[config.mk]
export PLATFORM = sky130hd
export DESIGN_NAME = arp_tx_gen
export DESIGN_NICKNAME = d
export VERILOG_FILES = /design/src/rtl/arp_tx_gen.sv
export SDC_FILE = /design/constraint.sdc
export NUM_CORES = 1
export LEC_CHECK = 0
export CAP_MARGIN = 30
export CELL_PAD_IN_SITES_DETAIL_PLACEMENT = 1
export CELL_PAD_IN_SITES_GLOBAL_PLACEMENT = 2
export CORE_ASPECT_RATIO = 1.5
export CORE_MARGIN = 4
export CORE_UTILIZATION = 32
export DETAILED_ROUTE_END_ITERATION = 12
export PLACE_DENSITY = 0.83
export SLEW_MARGIN = 20
export SYNTH_ARGS = -nofsm -noshare
export SYNTH_HDL_FRONTEND = slang
export SYNTH_SLANG_ARGS = --single-unit
[constraint.sdc]
create_clock -name clk -period 8.2 [get_ports clk]
set_clock_uncertainty 0.2 [all_clocks]
set_input_delay 1.64 -clock clk [delete_from_list [all_inputs] [get_ports clk]]
set_output_delay 1.64 -clock clk [all_outputs]
set_load 0.05 [all_outputs]
[src/rtl/arp_tx_gen.sv]
// arp_tx_gen: GMII ARP request/reply frame generator with CRC-32 FCS, zero pad and enforced inter-frame gap
module arp_tx_gen #(
  parameter logic [47:0] BOARD_MAC = 48'h00_11_22_33_44_55,
  parameter logic [31:0] BOARD_IP = {8'd192, 8'd168, 8'd1, 8'd10},
  parameter int MIN_PAYLOAD = 46,
  parameter int IFG_BYTES = 12
) (
  input  logic        clk,
  input  logic        rst,
  input  logic        tx_start,
  input  logic [15:0] tx_op,
  input  logic [47:0] dst_mac,
  input  logic [31:0] dst_ip,
  output logic        tx_ready,
  output logic        tx_busy,
  output logic        tx_done,
  output logic [7:0]  gmii_txd,
  output logic        gmii_txen
);
  localparam int MAXL = MIN_PAYLOAD > IFG_BYTES ? MIN_PAYLOAD : IFG_BYTES;
  localparam int CW = $clog2(MAXL);
  localparam logic [2:0] IDLE = 3'd0, PRE = 3'd1, HEAD = 3'd2, DATA = 3'd3, FCS = 3'd4, IFG = 3'd5;
  logic [2:0] state, nxt_state;
  logic [CW-1:0] cnt, nxt_cnt, len_m1;
  logic [15:0] op_q;
  logic [47:0] mac_q;
  logic [31:0] ip_q, crc;
  logic accept, last, is_req, nxt_ready;
  logic [111:0] hdr;
  logic [223:0] body;
  logic [7:0] nxt_byte;
  function automatic logic [31:0] crc_upd(input logic [31:0] c, input logic [7:0] d);
    logic [31:0] r;
    r = c ^ {24'h0, d};
    for (int i = 0; i < 8; i++) r = r[0] ? (r >> 1) ^ 32'hEDB8_8320 : r >> 1;
    return r;
  endfunction
  always_comb begin
    accept = tx_start & tx_ready;
    len_m1 = state == PRE ? CW'(7) : state == HEAD ? CW'(13) : state == DATA ? CW'(MIN_PAYLOAD - 1) :
             state == FCS ? CW'(3) : CW'(IFG_BYTES - 1);
    last = cnt == len_m1;
    nxt_state = accept ? PRE : (state == IDLE || !last) ? state : state == IFG ? IDLE : state + 3'd1;
    nxt_cnt = (accept || state == IDLE || last) ? '0 : cnt + 1'b1;
    nxt_ready = nxt_state == IDLE || (nxt_state == IFG && nxt_cnt == CW'(IFG_BYTES - 1));
    is_req = op_q == 16'd1;
    hdr = {is_req ? 48'hFFFF_FFFF_FFFF : mac_q, BOARD_MAC, 16'h0806};
    body = {16'h0001, 16'h0800, 8'h06, 8'h04, op_q, BOARD_MAC, BOARD_IP, is_req ? 48'h0 : mac_q, ip_q};
    nxt_byte = nxt_state == PRE ? (nxt_cnt == CW'(7) ? 8'hD5 : 8'h55) :
               nxt_state == HEAD ? 8'(hdr >> (8 * (13 - int'(nxt_cnt)))) :
               nxt_state == DATA ? (nxt_cnt < CW'(28) ? 8'(body >> (8 * (27 - int'(nxt_cnt)))) : 8'h00) :
               nxt_state == FCS ? 8'(~crc >> {nxt_cnt[1:0], 3'b000}) : 8'h00;
  end
  always_ff @(posedge clk)
    if (accept) begin
      op_q <= tx_op;
      mac_q <= dst_mac;
      ip_q <= dst_ip;
    end
  always_ff @(posedge clk)
    if (rst) begin
      state <= IDLE;
      cnt <= '0;
      crc <= '1;
      gmii_txd <= '0;
      gmii_txen <= 1'b0;
      tx_done <= 1'b0;
      tx_busy <= 1'b0;
      tx_ready <= 1'b1;
    end else begin
      state <= nxt_state;
      cnt <= nxt_cnt;
      gmii_txd <= nxt_byte;
      gmii_txen <= nxt_state inside {PRE, HEAD, DATA, FCS};
      tx_done <= state == FCS && last;
      tx_ready <= nxt_ready;
      tx_busy <= !nxt_ready;
      crc <= accept ? '1 : (nxt_state == HEAD || nxt_state == DATA) ? crc_upd(crc, nxt_byte) : crc;
    end
endmodule

==> results of run 1 <==
-- layout by cell type (no fill, tap or decap), types with 8 or more instances in the layout --
cell,n
nor4_1,10
o21ai_1,15
o21ai_0,30
a211oi_1,13
nand3_1,38
nor2_1,77
o22ai_1,9
a31oi_1,18
dfxtp_1,53
nand4_1,12
nand2_1,115
buf_4,29
clkdlybuf4s50_1,110
mux2i_1,12
edfxtp_1,96
clkbuf_16,17
o211ai_1,21
xnor2_1,42
or3_1,8
inv_1,12
a21oi_1,44
nor3_1,30
xor2_1,18
-- per-stage QoR --
stage | setup slack, ps | std cells | instance area (sq um) | utilization [%] | power [mW]
2_1_floorplan | 309 | 936 | 9120 | - | 1.06
3_3_place_gp | 762 | 1355 | 10600 | 37.7 | 1.18
3_5_place_dp | 597 | 1355 | 10600 | 37.7 | 1.19
4_1_cts | 1020 | 1387 | 11200 | 39.9 | 2.03
5_1_grt | 512 | 1387 | 11200 | 39.9 | 2.09
6_report | 947 | 1387 | 11200 | 39.9 | 2.01
-- cell type report --
type                       count  area [sq um]
clock inverter                14           198
sequential                   149          3940
timing repair buffer         139          1320
multi-input combinational    707          4830
tap                          346           433
clock buffer                  18           429
fill                        3157         16900
inverter                      14          56.3
-- logic make-up after synthesis --
kind of cell	count (synthesis)	synth area share [%]
DFF	149	43.3
buffers and inverters	80	4.06
muxes	19	2.59
AOI/OAI and AO/OA	266	21.6
and+or+nand+nor	338	17.7
adders and majority gates	4	0.549
xor gates and xnor gates	80	10.3
-- worst min-delay path by stage --
stage	endpoint	cells after the start	startpoint	slack, ps
after floorplan	crc[26]$_SDFFE_PP1P_	2	crc[26]$_SDFFE_PP1P_	270
after global placement	crc[11]$_SDFFE_PP1P_	2	crc[11]$_SDFFE_PP1P_	300
after detailed placement	crc[9]$_SDFFE_PP1P_	2	crc[9]$_SDFFE_PP1P_	310
after CTS	crc[9]$_SDFFE_PP1P_	2	crc[9]$_SDFFE_PP1P_	320
after global routing	crc[28]$_SDFFE_PP1P_	2	crc[28]$_SDFFE_PP1P_	350
final	crc[15]$_SDFFE_PP1P_	2	crc[15]$_SDFFE_PP1P_	330
-- power groups by stage --
stage	combinational (mW)	sequential (mW)	clock [mW]
after floorplan	0.180	0.878	0
after global placement	0.304	0.876	0
after detailed placement	0.308	0.878	0
after CTS	0.310	0.862	0.862
after global routing	0.330	0.864	0.894
final	0.309	0.861	0.843
-- worst reg2reg max path, cell delays in order (launching register included) --
cell and delay, ps:
dfxtp_1 770, and2_1 250, ha_1 300, and4bb_1 250, a221o_1 300, a221o_1 550
nand3_1 170, nand2_1 230, inv_1 170, ha_1 230, nand2b_1 150, a21oi_1 180
o211ai_1 110, xnor2_1 230, o21ai_0 490, nand3_1 180, o31ai_1 470, a31oi_2 220
xnor2_2 410, xor3_2 580, xor2_2 310, xnor2_1 160, o21ai_1 80
-- metal layers --
metal  up-vias  part of all wire [%]  wire length, um
met2       290                    51            17500
met5         -                     0                0
li1       3715                     -                -
met4         0                   6.5             2230
met3       104                   4.5             1550
met1      4039                    38            13100
-- state kept, by name (all words and copies together), names as in the netlist --
| signal | flops |
|---|---|
| mac_q | 48 |
| crc | 32 |
| ip_q | 32 |
| op_q | 16 |
| gmii_txd | 8 |
| cnt | 6 |
| state | 3 |
| gmii_txen | 1 |
| tx_busy | 1 |
| tx_done | 1 |
| tx_ready | 1 |
==> reports/metrics.cfg, run 1 <==
[drt]
routed_wl_um=34500
drc_errors=0
wl_per_cell_um=24.8
dr.first_iter.drc_count=539
ant_nets=0
vias_per_cell=5.87
dr.pass1.iters=5
route.vias.total=8148

[grt]
grt_pass1_wl_um=52400
grt_util_met2_pct=38.1
gr-usage-met3_pct=3.48
grt_max_degree=64
antenna_found_initial=0
grt_pass1_vias=8397
top_usage_layer=met2
grt_use_met1_pct=25.0
globalRouteTotalUtil_pct=22.0
grt-ovfl-total=0

[yosys]
netlist_instances=936
yosysSeqAreaShare_pct=43.3
ys_seq_elements=149
ys_warn_count=0
ys.flop_type=edfxtp_1
synth_top_area_share_pct=31.6
ys_types=100
synth_edf_count=96
avgSynthCellArea_sq_um=9.74
synthArstFlopShare_pct=0
yosys.area.top_type=edfxtp_1
ys_top_cells_by_count=115 x nand2_1, 96 x edfxtp_1, 78 x nor2_1
synthesis.nets=1039
synth.most_common_cell=nand2_1
synth_area_leaders=edfxtp_1 32%, dfxtp_1 12%, nand2_1 4.7%, xnor2_1 4.0%, nor2_1 3.2%
syn_area_sq_um=9120

[cts]
cts_hold_buf=0
numCtsBuffers=17
postCtsSetupRepairBufs=0
cts_tree=done
cts_root_buffer=clkbuf_16
h-tree-depth=4
clk_pin_slew_worst_paths_ps=60
cts_max_path_buffers=2
cts-resized-gates=0
cts_sinks=149
insertion_delay_ps=460

[timing]
fin_crit_ps=7250
tns_ps=0
fmax_mhz=138
finalHoldViolCount=0
rsz0062_at_grt=no
fin_crit_sh_pct=88.5
slew_headroom_pct=35.6
setup_viol=0
worst_pin_slew_ps=966
maxSlewViolCount=0
whs_ps=326

[worst_setup_path]
startpoint_type=input pin
critPathCapture=crc[5]$_SDFFE_PP1P_
r2r_cells=22
startpoint=tx_start
r2r-end=crc[5]$_SDFFE_PP1P_
path_buf_inv=2
ff2ff_setup_slack_ps=1080
critPathMaxFanout=13
critPathSlowestCell=xor3_2
required_ps=8310
cp.arrival_ps=7370
crit_type=input pin to register
crit_top_cell=nand2_1
cp-end-kind=register
r2r_start=state[1]$_SDFF_PP0_
crit_chain=clkdlybuf4s50_1, nand2_1, nand2_1, nor2_1, nand2_1, inv_1, ha_1, nand2b_1, a21oi_1, o211ai_1, xnor2_1, o21ai_0, nand3_1, o31ai_1, a31oi_2, xnor2_2, xor3_2, xor2_2, xnor2_1, o21ai_1
cp_num_cells=20
cp_slowest_stage_delay_ps=580
cpLargestDelayFamily=XOR/XNOR gates

[finish]
diodes=0
area_growth_pct=22.9
fin_nets=1131
drive_gt1_share_pct=11.4

[outcome]
status=complete, no violations

[pwr]
switchingPower_uw=528
pwr-share-comb_pct=15.3
clock_power_share_pct=41.9
switching_share_pct=26.2
intPower_mw=1.48
power_density_nw_per_um2=180
ir_worst_vdd_mv=0.157
seqPwrFrac_pct=42.8
leakagePower_nw=3.89

[place]
numPortBuffers=110
dpl.hpwl_um=25800
place_congestion=0.943

[die]
design.core.area_sq_um=28100
die-area_sq_um=31300
ios=111
fp-row-count=75
die_h_um=215
start_util_pct=32.5
die_w_um=146

[hold_path]
worstHoldPathType=register to register

[run]
maxCapViolCount=0

Power figures use the tool's default switching activity.
==> inputs of run 2 (changes only) <==
Settings changed: GPL_TIMING_DRIVEN set to 0.
==> reports/metrics.cfg, run 2 (synthesis results as in run 1) <==
[worst_setup_path]
r2r-end=crc[14]$_SDFFE_PP1P_
crit_type=input pin to register
ff2ff_setup_slack_ps=520  ; -560 ps
crit_chain=clkdlybuf4s50_1, nand2_1, clkinvlp_4, nor2_4, nand2_1, a31o_2, inv_2, buf_2, clkbuf_4, ha_1, inv_1, or4_1, a31oi_1, a211oi_1, or3_1, a32o_1, o221ai_4, xnor3_2, xor2_1, xnor2_1, o211ai_2
r2r_cells=24  ; +9.1%
startpoint_type=input pin
critPathSlowestCell=or4_1
r2r_start=state[0]$_SDFF_PP0_
required_ps=8310  ; about the same
cp-end-kind=register
cp.arrival_ps=8130  ; +760 ps
crit_top_cell=nand2_1
critPathMaxFanout=10  ; -3
cp_slowest_stage_delay_ps=560  ; -20 ps

[die]
ios=111  ; unchanged
die_h_um=215  ; unchanged
fp-row-count=75  ; unchanged
die_w_um=146  ; unchanged
die-area_sq_um=31300  ; unchanged
design.core.area_sq_um=28100  ; unchanged
start_util_pct=32.5  ; unchanged

[place]
dpl.hpwl_um=29200  ; +13%
place_congestion=0.999  ; +6.0%
numPortBuffers=110  ; unchanged
placedCellCount=1394  ; +2.9%

[timing]
worst_pin_slew_ps=969  ; +2.83 ps
tns_ps=0  ; unchanged
finalHoldViolCount=0  ; unchanged
setup_viol=0  ; unchanged
fin_crit_ps=8030  ; +773 ps
slew_headroom_pct=34.8  ; -0.78 points
maxSlewViolCount=0  ; unchanged
fin_crit_sh_pct=97.9  ; +9.4 points
rsz0062_at_grt=no
whs_ps=328  ; +1.69 ps
fmax_mhz=125  ; -9.6%

[drt]
vias_per_cell=5.88  ; +0.14%
routed_wl_um=37700  ; +9.5%
wl_per_cell_um=26.4  ; +6.4%
dr.pass1.iters=5  ; unchanged
dr.first_iter.drc_count=590  ; +9.5%
drc_errors=0  ; unchanged
ant_nets=0  ; unchanged
route.vias.total=8401  ; +3.1%

[hold_path]
holdPathEnd=crc[9]$_SDFFE_PP1P_
worstHoldPathType=register to register
hold_path_depth=2  ; unchanged
hold_start=crc[9]$_SDFFE_PP1P_

[cts]
cts_max_path_buffers=2  ; unchanged
clk_pin_slew_worst_paths_ps=70  ; about the same
cts_root_buffer=clkbuf_16
cts_sinks=149  ; unchanged
insertion_delay_ps=450  ; about the same
cts_tree=done
numCtsBuffers=17  ; unchanged
h-tree-depth=4  ; unchanged

[run]
maxCapViolCount=0  ; unchanged

[finish]
regArea_sq_um=3940  ; unchanged
largest_reg_flops=48  ; unchanged
area_growth_pct=24.3
reg.largest.list=mac_q (48), crc (32), ip_q (32)
final_common_cell=nand2_1
fill_cells=3141  ; -0.51%
multi_input_area_sq_um=4830  ; +0.16%
diodes=0  ; unchanged
largest-register=mac_q
fin_cells=1428  ; +3.0%
final_util_pct=40.4  ; +0.45 points
drive_gt1_share_pct=11.5  ; +0.029 points
layout_common_cells=115 x nand2_1, 110 x clkdlybuf4s50_1, 96 x edfxtp_1, 76 x nor2_1, 53 x dfxtp_1
fin_nets=1172  ; +3.6%

[grt]
grt_max_degree=40  ; -38%
grt-ovfl-total=0  ; unchanged
grt_pass1_vias=8775  ; +4.5%
grt_pass1_wl_um=55800  ; +6.4%
globalRouteTotalUtil_pct=23.8  ; +1.7 points
antenna_found_initial=0  ; unchanged

[pwr]
finalPower_mw=1.96  ; -2.7%
leakagePower_nw=3.94  ; +1.3%
power_density_nw_per_um2=173  ; -3.8%
ir_worst_vdd_mv=0.221  ; +41%

[outcome]
status=complete, no violations

run 2: where the power goes:
group          internal [mW]  switching [mW]
logic                  0.137           0.191
clock network          0.449           0.323
registers              0.840          0.0170
total                   1.43           0.532
run 2: worst max-delay path, delay by kind of cell:
kind                       cells  cell delay [ps]
xor gates and xnor gates       3              820
adders and majority gates      1              490
AOI/OAI and AO/OA              6             1460
and+or+nand+nor                5             1860
buffers and inverters          6             1850
run 2: metal layers:
layer,track usage [%],part of all wire (%),vias up
li1,-,-,3794
met4,14.4,6.4,0
met2,42.7,51,321
met5,0,0,-
met3,3.24,4.3,102
met1,26.5,38,4184
run 2: worst max path at each step:
| stage | start | endpoint | slack [ps] |
|---|---|---|---|
| final | tx_start | crc[14]$_SDFFE_PP1P_ | 170 |
| after global routing | tx_start | crc[14]$_SDFFE_PP1P_ | 60 |
| after CTS | tx_start | crc[14]$_SDFFE_PP1P_ | 20 |
| after detailed placement | tx_start | crc[3]$_SDFFE_PP1P_ | -1680 |
| after global placement | tx_start | crc[17]$_SDFFE_PP1P_ | -3020 |
| after floorplan | tx_start | crc[14]$_SDFFE_PP1P_ | 310 |
run 2: final cells by class:
type | instances | share of cell area, %
Buffer | 65 | 2.83
Timing Repair inverter | 1 | 0.0442
Clock inverter | 15 | 1.36
Sequential cell | 149 | 34.8
Inverter | 14 | 0.497
Clock buffer | 17 | 3.75
Multi-Input combinational cell | 707 | 42.7
Timing Repair Buffer | 114 | 10.2
Tap cell | 346 | 3.82
run 2: repair_timing:
action                                  4_1_cts  5_1_grt
hold buffers                                  0        0
endpoints found under the setup margin       35       17
resized for setup                             7        5
pin swaps                                     1        0
buffers inserted                              1        0
cloned                                        1        0
run 2: per-stage QoR:
stage	setup WS (ps)	cell area, sq um
3_3_place_gp	-3020	10700
3_5_place_dp	-1680	10700
5_1_grt	62.1	11300
2_1_floorplan	309	9120
6_report	175	11300
4_1_cts	15.7	11300
==> inputs of run 3 (changes only) <==
Settings changed: CELL_PAD_IN_SITES_DETAIL_PLACEMENT 1 to 0, CELL_PAD_IN_SITES_GLOBAL_PLACEMENT 2 to 1, CORE_UTILIZATION 32 to 40, PLACE_DENSITY 0.83 to 0.85.
==> reports/metrics.cfg, run 3 (synthesis results as in run 1) <==
[die]
start_util_pct=40.7  ; +8.2 points
die-area_sq_um=25300  ; -19%
design.core.area_sq_um=22400  ; -20%
die_w_um=131  ; -10%
die_h_um=193  ; -10%
ios=111  ; unchanged
fp-row-count=67  ; -11%

[cts]
h-tree-depth=4  ; unchanged
cts_max_path_buffers=2  ; unchanged
cts_tree=done
numCtsBuffers=17  ; unchanged
clk_pin_slew_worst_paths_ps=70  ; about the same
cts_root_buffer=clkbuf_16
insertion_delay_ps=450  ; about the same
cts_hold_buf=0  ; unchanged
cts_sinks=149  ; unchanged

[timing]
worst_pin_slew_ps=1060  ; +86.8 ps
fin_crit_sh_pct=98.3  ; +0.45 points
finalHoldViolCount=0  ; unchanged
fin_crit_ps=8060  ; +36.6 ps
tns_ps=0  ; unchanged
maxSlewViolCount=0  ; unchanged
setup_viol=0  ; unchanged
rsz0062_at_grt=no
fmax_mhz=124  ; -0.45%
slew_headroom_pct=29.2  ; -5.7 points

[finish]
final_util_pct=50.2  ; +9.8 points
final_common_cell=nand2_1
area_growth_pct=23.2
drive_gt1_share_pct=11.4  ; -0.092 points
fin_nets=1172  ; unchanged
layout_common_cells=114 x nand2_1, 110 x clkdlybuf4s50_1, 96 x edfxtp_1, 77 x nor2_1, 53 x dfxtp_1
diodes=0  ; unchanged
largest_reg_flops=48  ; unchanged
reg.largest.list=mac_q (48), crc (32), ip_q (32)
largest-register=mac_q

[pwr]
power_density_nw_per_um2=176  ; +1.8%
finalPower_mw=1.98  ; +0.95%
leakagePower_nw=3.94  ; about the same
ir_worst_vdd_mv=0.151  ; -32%

[worst_setup_path]
crit_type=input pin to register
path_buf_inv=7  ; +1
ff2ff_setup_slack_ps=560  ; +40 ps
startpoint_type=input pin
critPathMaxFanout=10  ; unchanged
r2r-end=crc[17]$_SDFFE_PP1P_
cpLargestDelayFamily=buffers and inverters
cp_slowest_stage_delay_ps=840  ; +280 ps
cp-end-kind=register
r2r_start=state[0]$_SDFF_PP0_
required_ps=8390  ; +80 ps
crit_chain=clkdlybuf4s50_1, nand2_1, clkinvlp_4, nor2_2, nand2_1, a31o_2, inv_2, buf_2, clkbuf_4, ha_1, inv_1, clkbuf_1, o21ai_0, a2111oi_0, a31oi_2, xnor2_4, xnor2_4, xor2_2, or3_1, nand3_1
r2r_cells=23  ; -4.2%
critPathSlowestCell=a2111oi_0
cp.arrival_ps=8250  ; +120 ps

[place]
dpl.hpwl_um=26700  ; -8.8%
place_congestion=1.04  ; +3.9%
numPortBuffers=110  ; unchanged

[grt]
grt_util_met2_pct=48.9  ; +6.3 points
globalRouteTotalUtil_pct=27.2  ; +3.4 points
grt-ovfl-total=0  ; unchanged
grt_pass1_vias=8340  ; -5.0%
top_usage_layer=met2
antenna_found_initial=0  ; unchanged
grt_max_degree=40  ; unchanged
gr-usage-met3_pct=5.01  ; +1.8 points
grt_pass1_wl_um=51000  ; -8.6%
grt_use_met1_pct=28.9  ; +2.4 points

[hold_path]
hold_path_depth=2  ; unchanged
holdPathEnd=crc[15]$_SDFFE_PP1P_
hold_start=crc[15]$_SDFFE_PP1P_
worstHoldPathType=register to register

[drt]
ant_nets=0  ; unchanged
route.vias.total=8384  ; -0.20%
drc_errors=0  ; unchanged
wl_per_cell_um=25.5  ; -3.6%
dr.pass1.iters=6  ; +1
dr.first_iter.drc_count=918  ; +56%
routed_wl_um=34600  ; -8.3%
vias_per_cell=6.17  ; +4.9%

[run]
maxCapViolCount=0  ; unchanged

[outcome]
status=complete, no violations

==> run 3: worst max-delay path by stage <==
stage,end,slack [ps],cells past startpoint,startpoint
after floorplan,crc[14]$_SDFFE_PP1P_,310,22,tx_start
after global placement,crc[14]$_SDFFE_PP1P_,-2820,23,tx_start
after detailed placement,crc[14]$_SDFFE_PP1P_,-1280,23,tx_start
after CTS,crc[5]$_SDFFE_PP1P_,70,21,tx_start
after global routing,crc[14]$_SDFFE_PP1P_,60,24,tx_start
final,crc[17]$_SDFFE_PP1P_,140,20,tx_start
==> run 3: timing repair <==
action,CTS,global route
gates cloned,1,0
endpoints found under the setup margin,31,19
resized for setup,3,5
pin swaps,0,1
setup buffers,1,0
==> run 3: metal layers <==
layer | part of all wire [%] | vias to the layer above
li1 | - | 3789
met1 | 35 | 4010
met2 | 51 | 460
met3 | 6.0 | 125
met4 | 7.3 | 0
met5 | 0 | -
==> run 3: metrics by stage <==
step	hold WS (ps)	cells	cell area, sq um	worst slack (ps)
after floorplan	271	936	9120	309
after global placement	307	1322	10600	-2820
after detailed placement	315	1325	10600	-1280
after CTS	328	1359	11200	66.6
after global routing	348	1358	11200	58.9
final	331	1358	11200	138
==> run 3: area by class of cell <==
class,instances,area (sq um)
buffer,65,320
clock buffer,17,425
clock inverter,15,169
fill,2035,11100
inverter,14,56.3
multi-input combinational,707,4810
sequential,149,3940
tap,276,345
timing repair buffer,114,1150
timing repair inverter,1,5.00
==> run 3: power breakdown <==
part	total (mW)	switching, mW	internal, mW
Clock	0.804	0.346	0.457
Combinational	0.317	0.181	0.136
Sequential	0.856	0.0162	0.840
Total	1.98	0.544	1.43
==> run 3: worst register-to-register path: cells and delay by family, from the launching register on <==
| family | cells | cell delay, ps |
|---|---|---|
| xor+xnor | 3 | 830 |
| simple gates | 4 | 920 |
| compound gates | 6 | 2370 |
| fa+ha+maj | 2 | 730 |
| buf+inv | 8 | 2210 |
| flops | 1 | 310 |
